File: src/rtl/cam_capture.sv
// Camera frame capture: samples an OV7670-style byte bus, assembles RGB565
// pixels and writes one H_RES x V_RES frame into a RAM write port from address 0.
module cam_capture #(
  parameter int H_RES = 160,
  parameter int V_RES = 120,
  parameter int AW    = 15,
  parameter int DW    = 16
) (
  input  logic          clk,
  input  logic          rst_n,
  input  logic          start,
  input  logic          vsync,
  input  logic          href,
  input  logic [7:0]    px_data,
  output logic [AW-1:0] mem_addr,
  output logic [DW-1:0] mem_data,
  output logic          mem_wr,
  output logic          busy,
  output logic          frame_done,
  output logic          err
);

  localparam int CW = $clog2(H_RES + 1);
  localparam int LW = $clog2(V_RES + 1);
  localparam int PW = AW + 1;
  localparam logic [CW-1:0] COL_MAX   = CW'(H_RES);
  localparam logic [LW-1:0] LINE_MAX  = LW'(V_RES);
  localparam logic [PW-1:0] PIX_TOTAL = PW'(H_RES * V_RES);

  generate
    if (H_RES * V_RES > 2 ** AW) begin : g_geom_chk
      $error("cam_capture: H_RES*V_RES does not fit in 2**AW addresses");
    end
    if (DW != 16) begin : g_dw_chk
      $error("cam_capture: DW must be 16 (RGB565)");
    end
  endgenerate

  typedef enum logic [2:0] {
    IDLE       = 3'd0,
    WAIT_VS    = 3'd1,
    WAIT_FRAME = 3'd2,
    CAPTURE    = 3'd3,
    DONE       = 3'd4
  } state_t;

  state_t        state;
  logic          vs_d;
  logic          hr_d;
  logic          phase;
  logic [7:0]    hi_byte;
  logic [CW-1:0] col;
  logic [LW-1:0] line;
  logic [PW-1:0] pix_cnt;

  logic vs_rise;
  logic vs_fall;
  assign vs_rise = vsync & ~vs_d;
  assign vs_fall = ~vsync & vs_d;

  // Write port: mem_wr is a one-cycle strobe with mem_addr/mem_data valid in the
  // same cycle; the RAM always accepts, so there is no ready and no stall.
  always_ff @(posedge clk or negedge rst_n) begin
    if (!rst_n) begin
      state      <= IDLE;
      vs_d       <= 1'b0;
      hr_d       <= 1'b0;
      phase      <= 1'b0;
      hi_byte    <= 8'h00;
      col        <= '0;
      line       <= '0;
      pix_cnt    <= '0;
      mem_addr   <= '0;
      mem_data   <= '0;
      mem_wr     <= 1'b0;
      busy       <= 1'b0;
      frame_done <= 1'b0;
      err        <= 1'b0;
    end else begin
      vs_d       <= vsync;
      hr_d       <= href;
      mem_wr     <= 1'b0;
      frame_done <= 1'b0;
      case (state)
        IDLE: begin
          if (start) begin
            state <= WAIT_VS;
            busy  <= 1'b1;
            err   <= 1'b0;
          end
        end
        WAIT_VS: begin
          // Waiting for blanking first keeps a frame already in flight out of RAM.
          if (vsync) state <= WAIT_FRAME;
        end
        WAIT_FRAME: begin
          if (vs_fall) begin
            state   <= CAPTURE;
            pix_cnt <= '0;
            col     <= '0;
            line    <= '0;
            phase   <= 1'b0;
          end
        end
        CAPTURE: begin
          if (vs_rise) begin
            // Frame end wins over any byte or line end in the same cycle.
            state      <= DONE;
            busy       <= 1'b0;
            frame_done <= 1'b1;
            phase      <= 1'b0;
            if (pix_cnt < PIX_TOTAL) err <= 1'b1;
          end else if (href) begin
            if (!phase) begin
              hi_byte <= px_data;
              phase   <= 1'b1;
            end else begin
              phase <= 1'b0;
              if (col < COL_MAX && line < LINE_MAX) begin
                mem_wr   <= 1'b1;
                mem_addr <= pix_cnt[AW-1:0];
                mem_data <= {hi_byte, px_data};
                pix_cnt  <= pix_cnt + 1'b1;
              end else begin
                err <= 1'b1;
              end
              // Column keeps counting past H_RES (saturating) so clipping is seen.
              if (col != COL_MAX) col <= col + 1'b1;
            end
          end else if (hr_d) begin
            if (line != LINE_MAX) line <= line + 1'b1;
            col   <= '0;
            phase <= 1'b0;
            if (phase) err <= 1'b1;
          end
        end
        DONE: begin
          if (start) begin
            state <= WAIT_VS;
            busy  <= 1'b1;
            err   <= 1'b0;
          end else begin
            state <= IDLE;
          end
        end
        default: state <= IDLE;
      endcase
    end
  end

endmodule

File: config.mk
export PLATFORM = sky130hd
export DESIGN_NAME = cam_capture
export DESIGN_NICKNAME = d
export VERILOG_FILES = /design/src/rtl/cam_capture.sv
export SDC_FILE = /design/constraint.sdc
export NUM_CORES = 1
export LEC_CHECK = 0
export ABC_AREA = 0
export CORE_AREA = 8 8 102 86
export CTS_BUF_LIST = sky130_fd_sc_hd__clkbuf_4
export CTS_CLUSTER_SIZE = 40
export DETAILED_ROUTE_END_ITERATION = 10
export DIE_AREA = 0 0 110 94
export PLACE_DENSITY = 0.8
export SLEW_MARGIN = 20
export SYNTH_ARGS = -nofsm -noshare
export SYNTH_HDL_FRONTEND = slang
export SYNTH_SLANG_ARGS = --single-unit
File: constraint.sdc
create_clock -name clk -period 2.2 [get_ports clk]
set_input_delay 0.44 -clock clk [delete_from_list [all_inputs] [get_ports clk]]
set_output_delay 0.44 -clock clk [all_outputs]
set_load 0.01 [all_outputs]
# Word-level counts from Yosys, hierarchy flattened
# Index checks and enable logic that the tools add are counted.
# totals
out_inout_bits	35
ff_bits	80
# classes
magnitude_cmp	3
n_eq_ne	25
muxes	50
bitwise	6
n_reduce_logical	14
addsub	3
# ops
cell	count
$mux 16	5
$mux 8	6
$mux 7	5
$pmux 16 s2	1
$reduce_and 6->1	4
$mux 1	23
$ne 2x2->1 const B	11
$add 16x1->16 const B	1
$lt 16x15->1 const B	1
$pmux 8 s2	1
$ne 3x3->1 const B	5
$pmux 3 s5	1
$pmux 7 s2	1
$mux 3	4
$add 8x1->8 const B	1
$lt 8x8->1 const B	1
$ne 4x4->1 const B	2
$ne 8x8->1 const B	1
$reduce_and 4->1	2
$add 7x1->7 const B	1
$lt 7x7->1 const B	1
$ne 7x7->1 const B	1
$eq 3x2->1 const B	2
$pmux 1 s2	3
11 further kinds	17

# Logic depth before layout (Yosys ltp)
# Gate-level depths: netlist (run 1).
# logic_depth
word_depth	7
ltp_mapped	7

# Worst setup path after synthesis (run 1)
# No wires, ideal clock.
# synth_path
path_type	input port to flip-flop
startpoint	input vsync
endpoint	register mem_addr[0]
setup_time_ps	125
n_path_buf	3
arrival_ps	1884
cell_stages	7
setup_slack_ps	192
path_cell_list	buf_6 -> and2b_4 -> or3_1 -> buf_2 -> nor2_4 -> buf_4 -> mux2_2
# synth_via
elab_chain_len	3
# synth_lines
item	line	text
start, declared	12	input logic vsync,
$and 1x1->1	58	assign vs_rise = vsync & ~vs_d;
$not 1->1 (no line)	--	
$reduce_and 5->1 (no line)	--	
end signal, assigned	121	mem_addr <= pix_cnt[AW-1:0];
end, declared	15	output logic [AW-1:0] mem_addr,
# No other way between the ends.
# A chain may end at the register's enable or synchronous reset.

# Worst setup path in the final report (run 1)
# layout_path
startpoint	input vsync
endpoint	register pix_cnt[13]
# layout_via
elab_chain_len	4
word_cells_on_any_way	6
classes_between	eq/ne: 2; bitwise: 3; reduce/logical: 1
# layout_lines
item	line	text
$not 1->1	59	assign vs_fall = ~vsync & vs_d;
$and 1x1->1	59	
$ne 2x2->1 (no line)	--	
$reduce_and 6->1 (no line) *	--	
end signal, assigned	123	pix_cnt <= pix_cnt + 1'b1;
end, declared	54	logic [PW-1:0] pix_cnt;
# Mark *: on every way between the ends. The rest lies on a longest branch, timed or not.

==> results of run 1 <==
-- logic make-up (layout without fill, tap and decap cells) --
kind of cell / count (synthesis) / after routing / share of synthesized area (%)
AO/OA/AOI/OAI: 40 / 40 / 7.38
XOR/XNOR: 1 / 1 / 0.231
adder cells (fa/ha/maj): 5 / 5 / 1.65
buffers and inverters: 28 / 102 / 3.66
flip-flops: 80 / 80 / 52.7
multiplexers: 56 / 56 / 16.1
AND/OR/NAND/NOR: 121 / 121 / 18.2
-- metrics by stage --
stage / setup slack [ps] / hold slack [ps] / power (W) / instances / area (um^2)
after detailed placement: -318 / 423 / 0.00338 / 478 / 4520
after CTS: 92.3 / 470 / 0.00429 / 495 / 4680
final: 95.8 / 494 / 0.00423 / 495 / 4680
after global placement: -298 / 423 / 0.00330 / 478 / 4520
after global routing: 79.7 / 501 / 0.00449 / 495 / 4680
after floorplan: 192 / 144 / 0.00272 / 331 / 3800
-- cell type report --
class / count / area [um^2]
clock buffer: 9 / 67.6
fill: 536 / 2440
clock inverter: 7 / 78.8
tap: 90 / 113
multi-input combinational: 223 / 1660
inverter: 11 / 41.3
timing repair buffer: 75 / 718
sequential: 80 / 2000
-- cells in the final DEF, fill, tap and decap left out, types with 4 or more instances in the layout --
cell type / count
or4_1: 6
nand4b_1: 4
nor4_1: 13
nor3_1: 4
clkbuf_4: 9
nand3_1: 17
a21o_1: 8
mux2i_1: 15
clkdlybuf4s50_1: 46
ha_1: 5
inv_1: 11
nor2_1: 8
a21oi_1: 8
o31ai_1: 4
mux2_2: 41
nand2b_1: 13
nand2_1: 33
buf_4: 25
dfrtp_1: 80
-- registers in the layout, summed over array words and instances, names as in the netlist --
| name | flops |
|---|---|
| col | 8 |
| mem_addr | 15 |
| err | 1 |
| phase | 1 |
| frame_done | 1 |
| pix_cnt | 16 |
| state | 3 |
| hr_d | 1 |
| mem_data | 16 |
| vs_d | 1 |
| line | 7 |
| mem_wr | 1 |
| busy | 1 |
| hi_byte | 8 |
-- power groups by stage --
| stage | Clock [W] | Combinational [W] | Sequential (W) |
|---|---|---|---|
| 2_1_floorplan | 0 | 0.000671 | 0.00205 |
| 3_3_place_gp | 0 | 0.00132 | 0.00198 |
| 3_5_place_dp | 0 | 0.00137 | 0.00201 |
| 4_1_cts | 0.000932 | 0.00138 | 0.00198 |
| 5_1_grt | 0.000989 | 0.00148 | 0.00202 |
| 6_report | 0.000897 | 0.00136 | 0.00197 |
-- routing by layer --
metal  share of wire [%]  wire, um  vias up
met4                 1.3       106        0
met2                  48      3860       77
met1                  44      3520     1374
li1                    -         -     1350
met5                   0         0        -
met3                 6.1       486       10
-- final timing paths --
path / startpoint / endpoint / depth (start not counted)
worst max-delay path: vsync / pix_cnt[13] / 6
max in group asynchronous: rst_n / pix_cnt[7] / 3
worst min-delay path: rst_n / pix_cnt[11] / 2
worst max register to register: vs_d / pix_cnt[13] / 5
min in group clk: busy / busy / 2
worst min register to register: busy / busy / 2
-- repair_timing --
action | 4_1_cts | 5_1_grt
gates resized for setup | 0 | 1
endpoints found under the setup margin | 0 | 6
hold buffers | 1 | 0
endpoints found under the hold margin | 34 | 0
buffers inserted | 0 | 0
==> flow_summary.json, run 1 <==
{
  "outcome": "complete, no violations",
  "yosysUniqueCellTypes": 49,
  "power_frac_seq_pct": 46.7,
  "clkPwrFrac_pct": 21.2,
  "layout.nets": 418,
  "synth-seq-cells": 80,
  "end_kind": "flip-flop",
  "slew_headroom_pct": 64.8,
  "clk_latency_ps": 430,
  "crit_slowest_cell": "or3_1",
  "vias": 2811,
  "wire_per_inst_um": 16.1,
  "finalHoldViolations": 0,
  "setup_violations": 0,
  "netSwitchingPower_w": 0.00135,
  "n_antenna_cell": 0,
  "first_global_vias": 2789,
  "remaining_drc_errors": 0,
  "htree_levels": 3,
  "fin_crit_ps": 2100,
  "grt_usage_pct": 16.3,
  "cap_violations": 0,
  "place_hpwl_um": 5830,
  "setup.worst_path.start_class": "input port",
  "p_sw_share_pct": 32.0,
  "synth_top_area_cell": "dfrtp_1",
  "cts_root_buffer": "clkbuf_4",
  "slew_violations": 0,
  "postRouteWirelength_um": 7980,
  "first_pass_iters": 4,
  "ys_dominant_reg_cell": "dfrtp_1",
  "min_period_over_period_pct": 95.6,
  "numClockSinks": 80,
  "path_cells": "clkdlybuf4s50_1 > and2b_4 > or3_1 > buf_4 > nor4_1 > mux2i_1",
  "synth-async-reset-ratio_pct": 100,
  "required_ps": 2560,
  "worst_pin_slew_ps": 528,
  "port-buffer-count": 47,
  "tritoncts": "done",
  "grt_pass1_wl_um": 13400,
  "critPathBufInv": 2,
  "synth_edf_count": 0,
  "synthTopCellsByArea": "dfrtp_1 (53%), mux2_2 (12%), mux2i_1 (4.0%)",
  "crit_family": "simple AND/OR/NAND/NOR gates",
  "avgViaCountPerCell": 5.68,
  "cts_buffer_depth": 2,
  "gr-max-usage-layer": "met2",
  "rsz0062_at_grt": "no",
  "drive_above_1_share_pct": 22.0,
  "coreArea_um2": 7110,
  "seq_area_frac_synth_pct": 52.7,
  "avgSynthCellArea_um2": 11.5,
  "netlist.area_leader.share_pct": 52.7,
  "crit_arrival_ps": 2460,
  "r2r_slack_ps": 120,
  "cpPeakStageDelay_ps": 490,
  "fin_util_pct": 65.7,
  "drt_iter0_markers": 125,
  "path_class": "input port to flip-flop",
  "synth_nets": 349,
  "yosys-top-cells-count": "dfrtp_1 (80), mux2_2 (41), nand2_1 (33)",
  "crit_path_max_fanout": 7,
  "p_per_area_nw_per_um2": 905,
  "use_met2_pct": 25.1,
  "intPower_w": 0.00288,
  "drtAntennaViolNets": 0,
  "ios": 48,
  "hp-class": "input port to async pin",
  "antenna_found_initial": 0,
  "ir_worst_vdd_mv": 0.589,
  "fin_tns_setup_ps": 0,
  "die_area_um2": 10300,
  "grt.overflow.total": 0,
  "synthCells": 331,
  "yosysMostFrequentCell": "dfrtp_1",
  "fin_skew_ps": 15.2,
  "yosys_warnings": 0,
  "pwr-share-comb_pct": 32.1,
  "total_leakage_power_nw": 2.11,
  "grt_max_degree": 47,
  "syn_to_final_growth_pct": 23.2,
  "clkSlewWorstSetupHoldPaths_ps": 140,
  "cts-buffers-inserted": 9,
  "rows": 28,
  "met1_usage_pct": 21.3,
  "grt_use_met3_pct": 4.60,
  "fp.dieH_um": 94,
  "initial_core_util_pct": 53.4,
  "clock.fmax_ghz": 0.475,
  "die_x_um": 110,
  "place.gp.congestion": 0.864,
  "syn_area_um2": 3800
}
No activity file was read; power rests on OpenSTA's default activity.
==> inputs of run 2 (changes only) <==
- clock period: 2.2 -> 2.18 ns (I/O delays scaled with it)
==> run 2 against run 1 <==
Compared with the run above: register-to-register slack barely moved; core utilization rose by 0.35 points; critical endpoint unchanged; largest power group unchanged; worst setup slack hardly changed; first-iteration DRC count up 6.4%; hold slack worse by 15 ps; total power is 4.0% higher; critical path type unchanged.
==> flow_summary.json, run 2 (synthesis results as in run 1) <==
{
  "syn_to_final_growth_pct": 23.8,
  "outcome": "complete, no violations",
  "post_cts_buffers": 0,
  "crit_path_max_fanout": 7,
  "cts_buffer_depth": 2,
  "grt_max_degree": 47,
  "drtAntennaViolNets": 0,
  "end_kind": "flip-flop",
  "tritoncts": "done",
  "min_period_over_period_pct": 95.6,
  "die_area_um2": 10300,
  "clkSlewWorstSetupHoldPaths_ps": 130,
  "layout_commonest_cell": "dfrtp_1",
  "drt_iter0_markers": 133,
  "clk_latency_ps": 440,
  "place.gp.congestion": 0.864,
  "die_x_um": 110,
  "setup.worst_path.start_class": "input port",
  "cts-buffers-inserted": 9,
  "antenna_found_initial": 0,
  "slew_headroom_pct": 63.4,
  "wire_per_inst_um": 16.4,
  "coreArea_um2": 7110,
  "cap_violations": 0,
  "rsz0062_at_grt": "no",
  "numClockSinks": 80,
  "postRouteWirelength_um": 8140,
  "fin_skew_ps": 18.9,
  "grt_usage_pct": 16.7,
  "dp_slack_ps": -343,
  "initial_core_util_pct": 53.4,
  "finalHoldViolations": 0,
  "r2r_cells": 5,
  "hp-class": "input port to async pin",
  "worst_slack_ps": 95.6,
  "post_dp_cell_area_um2": 4520,
  "slew_violations": 0,
  "path_class": "input port to flip-flop",
  "dp_cells": 478,
  "mostFrequentLayoutCells": "dfrtp_1 (80), clkdlybuf4s50_1 (46), mux2_2 (41)",
  "clock.fmax_ghz": 0.480,
  "drive_above_1_share_pct": 22.0,
  "p_per_area_nw_per_um2": 937,
  "fp.dieH_um": 94,
  "grt_pass1_wl_um": 13700,
  "layout.nets": 418,
  "crit_arrival_ps": 2450,
  "ios": 48,
  "holdWs_ps": 479,
  "cts_root_buffer": "clkbuf_4",
  "stdcell_area_um2": 4700,
  "remaining_drc_errors": 0,
  "worst_pin_slew_ps": 549,
  "fin_crit_ps": 2080,
  "layoutNonFillerInstCount": 495,
  "n_antenna_cell": 0,
  "setup_violations": 0,
  "required_ps": 2550,
  "first_global_vias": 2874,
  "grt.overflow.total": 0,
  "first_pass_iters": 4,
  "port-buffer-count": 47,
  "htree_levels": 3,
  "finalPower_w": 0.00440,
  "place_hpwl_um": 5900,
  "vias": 2829,
  "ir_worst_vdd_mv": 0.552,
  "largest_registers": "mem_data: 16 flops, pix_cnt: 16 flops, mem_addr: 15 flops",
  "total_leakage_power_nw": 2.13,
  "avgViaCountPerCell": 5.72,
  "rows": 28
}
-- run 2: cell types whose count changed in the layout (fill, tap and decap cells not counted), sizes merged --
cell,change
clkinvlp,-3
bufinv,+1
clkinv,+3
inv,-1
-- run 2: layer usage --
layer  vias up  wire length [um]  GRT usage (%)
met4         0               104           6.29
li1       1337                 -              -
met3         8               453           5.08
met2        67              4040           26.7
met5         -                 0              0
met1      1417              3540           20.8
-- run 2: what timing repair did --
item | 4_1_cts | 5_1_grt
endpoints found under the setup margin | 0 | 6
hold buffers | 1 | 0
gates resized for setup | 0 | 1
hold endpoints to repair | 34 | 0
-- run 2: stage by stage --
stage | setup TNS (ps) | utilization, %
after floorplan | 0 | -
after global placement | -10060 | 63.5
after detailed placement | -11460 | 63.5
after CTS | 0 | 66.1
after global routing | 0 | 66.1
final | 0 | 66.1
-- run 2: cell type report --
cell class | count | area (um^2)
clock buffer | 9 | 67.6
sequential | 80 | 2000
clock inverter | 7 | 104
tap | 90 | 113
multi-input combinational | 223 | 1660
fill | 537 | 2410
timing repair buffer | 75 | 718
inverter | 11 | 41.3
-- run 2: final timing paths --
kind | startpoint | end | slack (ps)
min in group clk | hi_byte[0] | hi_byte[0] | 520
max in group asynchronous | rst_n | pix_cnt[1] | 1120
setup / recovery | vsync | pix_cnt[13] | 100
hold / removal | rst_n | line[1] | 480
hold reg to reg | hi_byte[0] | hi_byte[0] | 520
setup reg to reg | vs_d | pix_cnt[13] | 110
-- run 2: power by group --
part,leakage (nW),switching [W],internal (W)
clock,0.0907,0.000553,0.000476
sequential,1.06,0.000200,0.00179
combinational,0.975,0.000625,0.000757
-- run 2: critical path: stages --
cell,delay (ps)
clkdlybuf4s50_1,450
and2b_4,180
or3_1,500
buf_4,210
nor4_1,440
mux2i_1,230
==> inputs of run 3 (changes only) <==
- CORE_AREA: 8 8 102 86 -> 8 8 97 99
- DIE_AREA: 0 0 110 94 -> 0 0 105 107
- PLACE_DENSITY: 0.8 -> 0.73
==> run 3 against run 2 <==
Compared with the run above: hold slack gained 19 ps; first-iteration DRC count grew 61%; maximum frequency grew 2.6%; core utilization down 7.2 points; critical path type is now flip-flop to flip-flop; critical endpoint is now pix_cnt[8]; highest routed layer unchanged.
==> flow_summary.json, run 3 (synthesis results as in run 1) <==
{
  "rows": 33,
  "drive_above_1_share_pct": 21.4,
  "grt_max_degree": 41,
  "p_per_area_nw_per_um2": 911,
  "end_kind": "flip-flop",
  "crit_slowest_cell": "or3_1",
  "slew_violations": 0,
  "initial_core_util_pct": 47.9,
  "intPower_w": 0.00290,
  "antenna_found_initial": 0,
  "min_period_over_period_pct": 93.2,
  "remaining_drc_errors": 0,
  "clk_latency_ps": 420,
  "dp_cells": 489,
  "netSwitchingPower_w": 0.00135,
  "coreArea_um2": 7930,
  "crit_arrival_ps": 2370,
  "p_sw_share_pct": 31.8,
  "stdcell_area_um2": 4670,
  "largest_registers": "mem_data: 16 flops, pix_cnt: 16 flops, mem_addr: 15 flops",
  "die_area_um2": 11200,
  "avgViaCountPerCell": 5.49,
  "die_x_um": 105,
  "hp-class": "flip-flop to flip-flop",
  "postRouteWirelength_um": 7930,
  "htree_levels": 3,
  "setup_violations": 0,
  "required_ps": 2520,
  "first_pass_iters": 4,
  "pwr-share-comb_pct": 31.8,
  "clock.fmax_ghz": 0.492,
  "total_leakage_power_nw": 2.09,
  "place_hpwl_um": 5660,
  "ios": 48,
  "worst_pin_slew_ps": 563,
  "path_class": "flip-flop to flip-flop",
  "path_cells": "and2b_4 > or3_1 > buf_4 > nor4_1 > mux2i_1",
  "cpPeakStageDelay_ps": 490,
  "syn_to_final_growth_pct": 23.0,
  "crit_path_max_fanout": 11,
  "critPathBufInv": 1,
  "cts_buffer_depth": 2,
  "post_cts_buffers": 0,
  "ir_worst_vdd_mv": 0.606,
  "crit_family": "simple AND/OR/NAND/NOR gates",
  "vias": 2779,
  "clkSlewWorstSetupHoldPaths_ps": 140,
  "clkPwrFrac_pct": 21.4,
  "drtAntennaViolNets": 0,
  "grt.overflow.total": 0,
  "outcome": "complete, no violations",
  "slew_headroom_pct": 62.4,
  "finalHoldViolations": 0,
  "grt_pass1_wl_um": 13600,
  "fillCellCount": 691,
  "setup.worst_path.start_class": "flip-flop",
  "cts_root_buffer": "clkbuf_4",
  "fin_skew_ps": 12.5,
  "power_frac_seq_pct": 46.8,
  "wire_per_inst_um": 15.7,
  "place.gp.congestion": 0.792,
  "rsz0062_at_grt": "no",
  "fin_util_pct": 58.9,
  "n_antenna_cell": 0,
  "drt_iter0_markers": 214,
  "mostFrequentLayoutCells": "dfrtp_1 (80), clkdlybuf4s50_1 (46), mux2_2 (41)",
  "fp.dieH_um": 107,
  "layoutNonFillerInstCount": 506,
  "grt_usage_pct": 14.7,
  "post_dp_cell_area_um2": 4510,
  "fin_crit_ps": 2030,
  "layout.nets": 414,
  "holdWs_ps": 498,
  "tritoncts": "done",
  "cap_violations": 0,
  "cts-buffers-inserted": 9,
  "first_global_vias": 2758,
  "port-buffer-count": 47,
  "numClockSinks": 80,
  "layout_commonest_cell": "dfrtp_1"
}
[run 3: power by group through the flow]
stage          sequential (W)  combinational [W]  clock (W)
4_1_cts               0.00199            0.00137   0.000946
5_1_grt               0.00203            0.00148    0.00101
3_3_place_gp          0.00200            0.00133          0
6_report              0.00199            0.00135   0.000909
3_5_place_dp          0.00202            0.00137          0
2_1_floorplan         0.00207           0.000677          0
[run 3: repair_timing]
action,in CTS,in global routing
hold buffers,1,0
endpoints found under the hold margin,38,0
endpoints found under the setup margin,0,1
resized for setup,0,1
[run 3: through the flow]
step	power, W	TNS (ps)	worst slack [ps]
finish	0.00426	0	148
global placement	0.00333	-8390	-221
detailed placement	0.00339	-8640	-250
floorplan	0.00275	0	176
CTS	0.00431	0	143
global route	0.00453	0	6.50
[run 3: tightest hold or removal path: stages, from the launching register on]
cell and delay [ps]:
dfrtp_1 370, nand2_1 50, nand2_1 50
[run 3: final timing paths]
kind	from	end	slack, ps	cells past startpoint
worst max-delay path	vs_d	pix_cnt[8]	150	5
worst min-delay path	busy	busy	500	2
worst max register to register	vs_d	pix_cnt[8]	150	5
worst min register to register	busy	busy	500	2
max in group asynchronous	rst_n	hi_byte[2]	1050	3
min in group asynchronous	rst_n	busy	520	2
[run 3: layout make-up]
type                            count  area [um^2]  area share (%)
Sequential cell                    80         2000            42.9
Multi-Input combinational cell    223         1660            35.6
Timing Repair Buffer               71          688            14.7
Tap cell                          105          131            2.81
Clock inverter                      7         78.8            1.69
Clock buffer                        9         67.6            1.45
Inverter                           11         41.3           0.884
[run 3: metal layers]
layer | GRT usage [%] | share of wire (%) | vias to the layer above
li1 | - | - | 1326
met1 | 18.9 | 46 | 1386
met2 | 21.9 | 45 | 57
met3 | 5.94 | 7.2 | 10
met4 | 5.40 | 1.0 | 0
met5 | 0 | 0 | -
